--- src/rtl/prio_encode_capture.sv ---
// Debounced 8-input priority encoder. A settled {ei,sw} change is encoded into
// registered x/ET/flag, and new_code/overrun give the consumer a handshake.
module prio_encode_capture #(
  parameter int unsigned DEB_CYCLES = 16
) (
  input  logic       clk,
  input  logic       rst,
  input  logic [7:0] sw,
  input  logic       ei,
  input  logic       ack,
  output logic [2:0] x,
  output logic       ET,
  output logic       flag,
  output logic       new_code,
  output logic       overrun
);

  localparam int unsigned CW = $clog2(DEB_CYCLES);
  localparam logic [CW-1:0] CNT_LAST = CW'(DEB_CYCLES - 1);

  typedef enum logic [1:0] {HOLD, SETTLE, COMMIT} state_e;

  logic [8:0]    sync1_q, sync2_q;
  logic [8:0]    cand_q, cand_d;
  logic [CW-1:0] cnt_q, cnt_d;
  state_e        state_q, state_d;
  logic [2:0]    x_q, x_d;
  logic          et_q, et_d;
  logic          flag_q, flag_d;
  logic          new_code_q, new_code_d;
  logic          overrun_q, overrun_d;

  logic [8:0] v_s;
  logic [2:0] enc_x;
  logic [4:0] enc_triple;
  logic       changed;

  assign v_s = sync2_q;

  // NOTE: sequential state uses non-blocking assignments so every register
  // samples the pre-edge values; blocking here would create order-dependent races.
  always_ff @(posedge clk) begin
    if (rst) begin
      sync1_q    <= '0;
      sync2_q    <= '0;
      cand_q     <= '0;
      cnt_q      <= '0;
      state_q    <= HOLD;
      x_q        <= '0;
      et_q       <= 1'b0;
      flag_q     <= 1'b0;
      new_code_q <= 1'b0;
      overrun_q  <= 1'b0;
    end else begin
      sync1_q    <= {ei, sw};
      sync2_q    <= sync1_q;
      cand_q     <= cand_d;
      cnt_q      <= cnt_d;
      state_q    <= state_d;
      x_q        <= x_d;
      et_q       <= et_d;
      flag_q     <= flag_d;
      new_code_q <= new_code_d;
      overrun_q  <= overrun_d;
    end
  end

  // NOTE: every combinational output gets a default first, so no path can
  // leave a signal unassigned and infer a latch.
  always_comb begin
    state_d = state_q;
    cand_d  = cand_q;
    cnt_d   = cnt_q;
    if (v_s != cand_q) begin
      // Any difference, even a one-cycle glitch, restarts settling.
      cand_d  = v_s;
      cnt_d   = '0;
      state_d = SETTLE;
    end else begin
      unique case (state_q)
        HOLD:    state_d = HOLD;
        SETTLE:  begin
          if (cnt_q == CNT_LAST) state_d = COMMIT;
          else                   cnt_d   = cnt_q + 1'b1;
        end
        COMMIT:  state_d = HOLD;
        default: state_d = HOLD;
      endcase
    end
  end

  // Later (higher) set bits overwrite earlier ones, giving top priority to bit 7.
  always_comb begin
    enc_x = '0;
    for (int i = 0; i < 8; i++) begin
      if (cand_q[i]) enc_x = 3'(i);
    end
    enc_triple = (cand_q[8] && (cand_q[7:0] != 8'h00)) ? {enc_x, 1'b1, 1'b1} : 5'b0;
  end

  assign changed = (state_q == COMMIT) && (enc_triple != {x_q, et_q, flag_q});

  always_comb begin
    {x_d, et_d, flag_d} = {x_q, et_q, flag_q};
    new_code_d = new_code_q;
    overrun_d  = overrun_q;
    if (changed) begin
      {x_d, et_d, flag_d} = enc_triple;
      new_code_d = 1'b1;
      // A commit coinciding with ack counts as consumed-then-replaced, not lost.
      overrun_d  = ack ? 1'b0 : (overrun_q | new_code_q);
    end else if (ack) begin
      new_code_d = 1'b0;
      overrun_d  = 1'b0;
    end
  end

  assign x        = x_q;
  assign ET       = et_q;
  assign flag     = flag_q;
  assign new_code = new_code_q;
  assign overrun  = overrun_q;

endmodule

--- config.mk ---
export PLATFORM = sky130hd
export DESIGN_NAME = prio_encode_capture
export DESIGN_NICKNAME = d
export VERILOG_FILES = /design/src/rtl/prio_encode_capture.sv
export SDC_FILE = /design/constraint.sdc
export NUM_CORES = 1
export LEC_CHECK = 0
export CAP_MARGIN = 40
export CORE_ASPECT_RATIO = 0.5
export CORE_MARGIN = 5
export CORE_UTILIZATION = 50
export CTS_BUF_LIST = sky130_fd_sc_hd__clkbuf_4 sky130_fd_sc_hd__clkbuf_8
export CTS_CLUSTER_SIZE = 30
export DETAILED_ROUTE_END_ITERATION = 12
export GPL_TIMING_DRIVEN = 0
export PLACE_DENSITY = 0.84
export SYNTH_ARGS = -nofsm -noshare
export SYNTH_HDL_FRONTEND = slang
export SYNTH_SLANG_ARGS = --single-unit
--- constraint.sdc ---
create_clock -name clk -period 2.11 [get_ports clk]
set_input_delay 0.211 -clock clk [delete_from_list [all_inputs] [get_ports clk]]
set_output_delay 0.211 -clock clk [all_outputs]
set_load 0.005 [all_outputs]
=== Yosys cells after proc, flatten, opt, wreduce, memory -nomap -nowiden ===
Index checks and enable logic that the tools add are counted.

* Register bits: 40
* Bits of input ports: 12
* Output and inout bits: 7
* Logic and storage cells: 43

* Add/sub/neg operators: 1
* Eq/ne operators: 6
* Multiplexer cells: 15
* Bitwise gates (word level): 3
* Reduce and logical (&&, ||, !) cells: 7

{| class="wikitable"
|+ Operator list
! operator !! count
|-
| $mux 3 || 6
|-
| $ne 9x9->1 || 1
|-
| $mux 1 || 8
|-
| $reduce_bool 8->1 || 1
|-
| $mux 5 || 1
|-
| $ne 5x5->1 || 1
|-
| $add 4x1->4 const B || 1
|-
| $eq 4x4->1 const B || 1
|-
| $ne 3x3->1 const B || 1
|-
| $reduce_or 3->1 || 1
|-
| $eq 2x1->1 const B || 1
|-
| $eq 2x2->1 const B || 1
|-
| $logic_and 1x1->1 || 2
|-
| $not 1->1 || 2
|-
| $reduce_and 2->1 || 1
|-
| $reduce_bool 2->1 || 1
|-
| $reduce_or 2->1 || 1
|-
| $or 1x1->1 || 1
|}

=== Logic depth before layout (Yosys ltp) ===
Gate-level depths: netlist of the first run.

* Word-level depth: 11
* Mapped depth: 6

=== Worst setup path before layout of the first run ===
No wires, ideal clock.

* Kind: register -> register
* Start: register cand_q[4]
* End: register et_q (netlist: ET)
* Data arrival time: 1.769 ns
* Required time: 2.038 ns
* Setup slack: 0.270 ns
* Stages on the path, launching flop included: 7
* Clock period less this slack: 1.840 ns
* Cells stage by stage: dfxtp_1 -> or4_4 -> nand2b_4 -> nor4b_2 -> nor3_1 -> o21ai_2 -> mux2i_1

* Longest elaborated chain between the ends: 7
* Elaborated cells on any way between the ends: 9
* Those cells by class: 1 x eq/ne; 5 x mux; 3 x reduce/logical

{| class="wikitable"
|+ Ends and longest elaborated chain
! item !! line !! text
|-
| start: declaration || 24 || <nowiki>logic [8:0] cand_q, cand_d;</nowiki>
|-
| start signal: assignment || 57 || <nowiki>cand_q <= cand_d;</nowiki>
|-
| $mux 3 (4 in series) || 96 || <nowiki>if (cand_q[i]) enc_x = 3'(i);</nowiki>
|-
| $mux 5 * || 98 || <nowiki>enc_triple = (cand_q[8] && (cand_q[7:0] != 8'h00)) ? {enc_x, 1'b1, 1'b1} : 5'b0;</nowiki>
|-
| $ne 5x5->1 || 101 || <nowiki>assign changed = (state_q == COMMIT) && (enc_triple != {x_q, et_q, flag_q});</nowiki>
|-
| $logic_and 1x1->1 || 101 ||
|-
| end signal: assignment || 61 || <nowiki>et_q <= et_d;</nowiki>
|-
| end: declaration || 28 || <nowiki>logic et_q, et_d;</nowiki>
|}

Mark *: on every way between the ends. The rest lies on a longest branch, timed or not.
A chain may end at the register's enable or synchronous reset.

=== Worst setup path after layout of the first run ===
* Start: register cand_q[5]
* End: register x_q[2] (netlist: x[2])

* Longest elaborated chain between the ends: 6
* Elaborated cells on any way between the ends: 8
* Those cells by class: 1 x eq/ne; 4 x mux; 3 x reduce/logical

{| class="wikitable"
|+ Ends and longest elaborated chain
! item !! line !! text
|-
| $mux 3 (3 in series) || 96 ||
|-
| $mux 5 * || 98 ||
|-
| $ne 5x5->1 || 101 ||
|-
| $logic_and 1x1->1 || 101 ||
|-
| end signal: assignment || 49 || <nowiki>x_q <= '0;</nowiki>
|-
| end signal: assignment || 60 || <nowiki>x_q <= x_d;</nowiki>
|-
| end: declaration || 27 || <nowiki>logic [2:0] x_q, x_d;</nowiki>
|}

Marks and branches as above.

==> results of run 1 <==
==> metrics by stage <==
stage	hold slack [ps]	total power [W]	utilization	setup slack (ps)	std cells
2_1_floorplan	339	0.000854	-	270	151
3_3_place_gp	415	0.000887	0.590	136	209
4_1_cts	441	0.00148	0.626	54.0	216
3_5_place_dp	423	0.000891	0.590	85.7	209
5_1_grt	450	0.00154	0.636	3.24	217
6_report	437	0.00147	0.636	98.5	217
==> layout by cell type, fill, tap and decap left out, types with 2 or more instances in the layout <==
cell	n
nor2b_1	30
nand4_1	2
nand2b_1	7
xor2_1	3
nor2_1	9
o21ai_0	3
nand3_1	4
clkbuf_1	4
dfxtp_2	2
nor3_1	4
nand2_1	8
clkdlybuf4s50_1	18
dfxtp_1	37
clkbuf_8	5
a21oi_1	3
xnor2_1	9
o31ai_1	2
buf_4	2
mux2i_1	4
==> how the worst min path moves through the flow <==
stage	from	endpoint	slack, ps	cells after the start
floorplan	sw[0]	sync1_q[0]	340	1
global placement	sync1_q[6]	sync2_q[6]	420	1
detailed placement	sync1_q[5]	sync2_q[5]	420	1
CTS	sync1_q[5]	sync2_q[5]	440	1
global route	sync1_q[2]	sync2_q[2]	450	1
finish	sync1_q[3]	sync2_q[3]	440	1
==> worst register-to-register path, delay by kind of cell, from the launching register on <==
kind,cells,cell delay (ps)
flip-flops,1,350
AND/OR/NAND/NOR,4,1090
multiplexers,1,230
AO/OA/AOI/OAI,1,270
==> kinds of logic after synthesis <==
family,after synthesis,share of synthesized area
AOI/OAI and AO/OA,15,0.0689
xor gates and xnor gates,12,0.0698
adders and majority gates,1,0.00830
buffers and inverters,6,0.0174
DFF,39,0.518
muxes,4,0.0266
and+or+nand+nor,74,0.291
==> registers in the layout, indices dropped and copies added, names as in the netlist <==
register and count:
cnt_q 4, x 3, sync2_q 9, ET 1, overrun 1, state_q 2
cand_q 9, sync1_q 9, new_code 1
==> layer usage <==
metal  vias to the layer above  share of wire  track usage  wire length, microns
li1                        561              -            -                     -
met1                       487           0.46        0.169                  1230
met2                        28           0.46        0.218                  1240
met3                         8          0.048       0.0371                   127
met4                         0          0.029       0.0944                    78
met5                         -              0            0                     0
==> timing repair <==
| action | in CTS | in global routing |
|---|---|---|
| setup endpoints to repair | 0 | 4 |
| resized for setup | 0 | 5 |
| buffers inserted | 0 | 1 |
| hold buffers | 0 | 0 |
| endpoints found under the hold margin | 0 | 0 |
==> power groups by stage <==
stage / sequential, W / combinational [W] / clock [W]
final: 0.000773 / 0.000106 / 0.000593
after global routing: 0.000776 / 0.000118 / 0.000646
after CTS: 0.000773 / 0.000103 / 0.000608
after detailed placement: 0.000789 / 0.000102 / 0
after global placement: 0.000788 / 0.0000993 / 0
after floorplan: 0.000786 / 0.0000680 / 0
==> final cells by class <==
| cell class | count | area share |
|---|---|---|
| plain buffers | 5 | 0.0120 |
| clock buffers | 5 | 0.0367 |
| clock inverters | 2 | 0.0200 |
| inverters | 1 | 0.00200 |
| multi-input cells | 106 | 0.384 |
| flip-flops and latches | 39 | 0.418 |
| well taps | 40 | 0.0267 |
| repair buffers | 19 | 0.100 |
==> out/qor.txt, run 1 <==
Leak pwr: 0.696 nW
TritonCTS clock tree: yes
Initial DRC Count: 28
Final Hold Viols: 0
Starting Density: 0.512
Critical path arrival: 2220 ps
CTS H-Tree Depth: 2
Status: complete, no violations
Largest net degree at the start of global routing: 13
Full die area: 4280 sq um
All-Layer GR Usage: 0.140
Critical Path Slowest Stage Cell: or4_4
CP Capture Type: flop
DR WL/cell: 12.3 microns
Reg2reg start: cand_q[5]
Reg2reg setup slack: 100 ps
Area occupied by multi-input gates: 719 sq um
Switching power: 0.000308 W
Residual DRC: 0
Worst path max stage delay: 550 ps
DP HPWL: 1.89 mm
Worst-skew pair later-pin latency: 290 ps
Final instance area: 1870 sq um
Fillers: 236
Min-Delay Path Class: reg -> reg
Yosys cell types: 33
Power density cells: 786 nW/um^2
Largest delay share family, worst path: simple AND/OR/NAND/NOR gates
Clk root buf: clkbuf_8
Pint: 0.00116 W
Setup violators final: 0
Final slew viol count: 0
Crit Path Class: reg -> reg
I/O Pins: 19
Placed cell areas: 1740 sq um
Buffers on Ports: 18
P&R area growth vs syn: 24.3%
Worst-case reg-to-reg path depth: 6
Ys async rst share: 0
Final #Nets: 190
Register Area: 783 sq um
Total CTS buffers: 5
Vias in the first global route: 1,028
Post-synth top area share: 0.518
Critical Path Fanout Max: 5
CP Cell Sequence: or4_4 > nand2b_4 > nor4b_4 > nor3_2 > o21ai_2 > mux2i_1
CTS max path bufs: 2
Sink Count: 39
Top-count cell post-synth: dfxtp_1
RSZ-0062 raised after global routing: false
Syn Inst Count: 151
Syn_area_per_cell: 9.98 sq um
Flop pwr share: 0.525
Drt via density: 5.00
R2R Path End: x[2]
Fraction of layout cells with a size suffix above 1: 0.107
Antenna violations before repair: 0
EDFF count, synth: 0
Yosys Warn Count: 0
Core ar.: 2940 sq um
First-pass GRT wire length: 4.55 mm
Stages on worst setup path: 6
Fmax: 497 MHz
Total wire length: 2.67 mm
Switching part of the total: 0.209
Grt total ovfl: 0
Yosys top cell by area: dfxtp_1
Routability cong.: 0.831
CP startpoint kind: flop
Synth Net Count: 164
Final ANT Viol Nets: 0
Worst Path Required: 2320 ps
Top_reg_cell synth: dfxtp_1
Final period utilization: 0.953
Number of synthesized register bits: 39
Register area share after synthesis: 0.518
Clock Power Share: 0.403
MaxCap Viol Count: 0
CP Launch Point: cand_q[5]
Reg clk slew, reported paths: 70 ps
Synth area leaders: dfxtp_1, nor2b_1, xnor2_1
Via count: 1,084
# rows: 14
Least-Margin Pin Slew: 429 ps
Setup_tns: 0 ps
CP endpoint: x[2]
Die Span Y: 48.8 microns
Die Width: 87.6 microns
Peak supply drop: 429 uV
Bufs and invs on worst path: 0
N_diodes: 0
Slew margin rel.: 0.712
Synth cell count leaders: dfxtp_1, nor2b_1, nor2_1, xnor2_1, nand2_1
Post-Synthesis Cell Area: 1510 sq um
Drt pass-1 iters: 4
Comb pwr share: 0.072
Fin crit period: 2010 ps
Clk_skew: 6.71 ps
No activity file was read; power rests on OpenSTA's default activity.
==> run 2, diff against run 1 <==
Settings changed: ABC_CLOCK_PERIOD_IN_PS set to 2110, SETUP_SLACK_MARGIN set to 0.4.
==> run 2 against run 1 <==
Net effect:
- die area stayed put
- worst setup slack better by 110 ps
- worst hold slack worse by 1.9 ps
- global-route usage is 0.66 points higher
- routed wire length is 11% higher
- clock skew is 1.6 ps lower
- combinational power is 20% higher
- sequential cell count stayed put
- highest routed layer unchanged
==> out/qor.txt, run 2 (synthesis gave the netlist of run 1 again) <==
P&R area growth vs syn: 30.0%
Worst-case reg-to-reg path depth: 6
All-Layer GR Usage: 0.147
Power density cells: 727 nW/um^2
Clk_skew: 5.12 ps
Reg2reg setup slack: 210 ps
Peak supply drop: 319 uV
Antenna violations before repair: 0
Worst-skew pair later-pin latency: 290 ps
Bufs and invs on worst path: 0
Fmax: 526 MHz
Worst slack at placement: 167 ps
Area occupied by multi-input gates: 757 sq um
N_diodes: 0
Full die area: 4280 sq um
Fraction of layout cells with a size suffix above 1: 0.190
Setup violators final: 0
MaxCap Viol Count: 0
Fin crit period: 1900 ps
Largest delay share family, worst path: simple AND/OR/NAND/NOR gates
RSZ-0062 raised after global routing: true
I/O Pins: 19
Critical Path Slowest Stage Cell: or4_4
First-pass GRT wire length: 4.77 mm
R2R Path End: ET
Routability cong.: 0.822
Critical Path Fanout Max: 4
Leak pwr: 0.737 nW
DR WL/cell: 13.3 microns
Met2 wire length: 1.42 mm
CP startpoint kind: flop
Hold Crit Endpoint: sync2_q[6]
Met1 Wirelength: 1.34 mm
Final ANT Viol Nets: 0
DP HPWL: 1.87 mm
Final Hold Viols: 0
Die Width: 87.6 microns
Sink Count: 39
Highest Signal Layer: met4
Total wire length: 2.97 mm
Initial DRC Count: 27
Top flop regs: cand_q (9), sync1_q (9), sync2_q (9)
Starting Density: 0.512
Clk root buf: clkbuf_8
Worst path max stage delay: 510 ps
Final #Nets: 196
Vias in the first global route: 1,062
Drt pass-1 iters: 4
Final period utilization: 0.901
Slew margin rel.: 0.673
Die Span Y: 48.8 microns
Worst Path Required: 2330 ps
Critical path arrival: 2120 ps
Commonest non-fill, non-tap cells in the layout: dfxtp_1, nor2b_1, clkdlybuf4s50_1
Met3 WL post-DR: 129 microns
Register Area: 792 sq um
Setup_tns: 0 ps
Hold Path Stages: 1
Core ar.: 2940 sq um
CTS max path bufs: 2
Via count: 1,103
Finished Layout Cells: 224
Reg2reg start: cand_q[6]
Fillers: 223
Buffers on Ports: 18
Least-Margin Pin Slew: 486 ps
CP Capture Type: flop
CTS H-Tree Depth: 2
Hold_sp: sync1_q[6]
Reg clk slew, reported paths: 70 ps
Placed insts: 209
Largest net degree at the start of global routing: 14
Grt total ovfl: 0
Crit Path Class: reg -> reg
Final worst slack: 210 ps
# rows: 14
Total CTS buffers: 5
Final slew viol count: 0
Residual DRC: 0
Commonest non-fill, non-tap cell in the layout: dfxtp_1
CP Cell Sequence: or4_4 > nand2b_4 > nor4b_4 > nor3_2 > o21ai_2 > mux2i_1
Min-Delay Path Class: reg -> reg
TritonCTS clock tree: yes
Status: complete, no violations
Drt via density: 4.92
[run 2: cell types whose count changed in the layout (fill, tap and decap cells not counted), sizes merged]
cell / previous run / this run
buf: 2 / 8
bufinv: 1 / 0
clkbuf: 9 / 10
clkinv: 0 / 1
[run 2: worst max-delay path by stage]
stage / endpoint / slack [ps] / depth (start not counted) / from
5_1_grt: ET / 40 / 6 / cand_q[3]
3_5_place_dp: ET / 170 / 6 / cand_q[6]
4_1_cts: ET / 200 / 6 / cand_q[6]
6_report: ET / 210 / 6 / cand_q[6]
2_1_floorplan: ET / 310 / 6 / cand_q[6]
3_3_place_gp: ET / 190 / 6 / cand_q[5]
[run 2: final cells by class]
| class | instances | area share |
|---|---|---|
| Sequential cell | 39 | 0.404 |
| Multi-Input combinational cell | 106 | 0.387 |
| Timing Repair Buffer | 25 | 0.119 |
| Clock buffer | 6 | 0.0422 |
| Tap cell | 40 | 0.0256 |
| Buffer | 5 | 0.0121 |
| Clock inverter | 2 | 0.00831 |
| Inverter | 1 | 0.00192 |
[run 2: per-stage QoR]
step	hold slack, ps	power [W]	utilization	area (sq um)
floorplan	339	0.000855	-	1520
global placement	417	0.000889	0.595	1750
detailed placement	420	0.000893	0.595	1750
CTS	439	0.00143	0.653	1920
global route	459	0.00149	0.665	1960
finish	435	0.00142	0.665	1960
[run 2: power by group]
part	total, W	leakage (nW)	internal, W	switching [W]
Sequential	0.000771	0.322	0.000757	0.0000132
Combinational	0.000127	0.367	0.0000709	0.0000562
Clock	0.000526	0.0474	0.000266	0.000260
[run 2: timing repair]
item | CTS | global route
gates resized for setup | 9 | 7
endpoints found under the hold margin | 0 | 0
buffers inserted | 5 | 2
pin swaps | 4 | 5
hold buffers | 0 | 0
setup endpoints to repair | 7 | 7
[run 2: metal layers]
layer / up-vias / global-route usage
met1: 499 / 0.174
met4: 0 / 0.0689
li1: 571 / -
met2: 23 / 0.245
met3: 10 / 0.0405
met5: - / 0
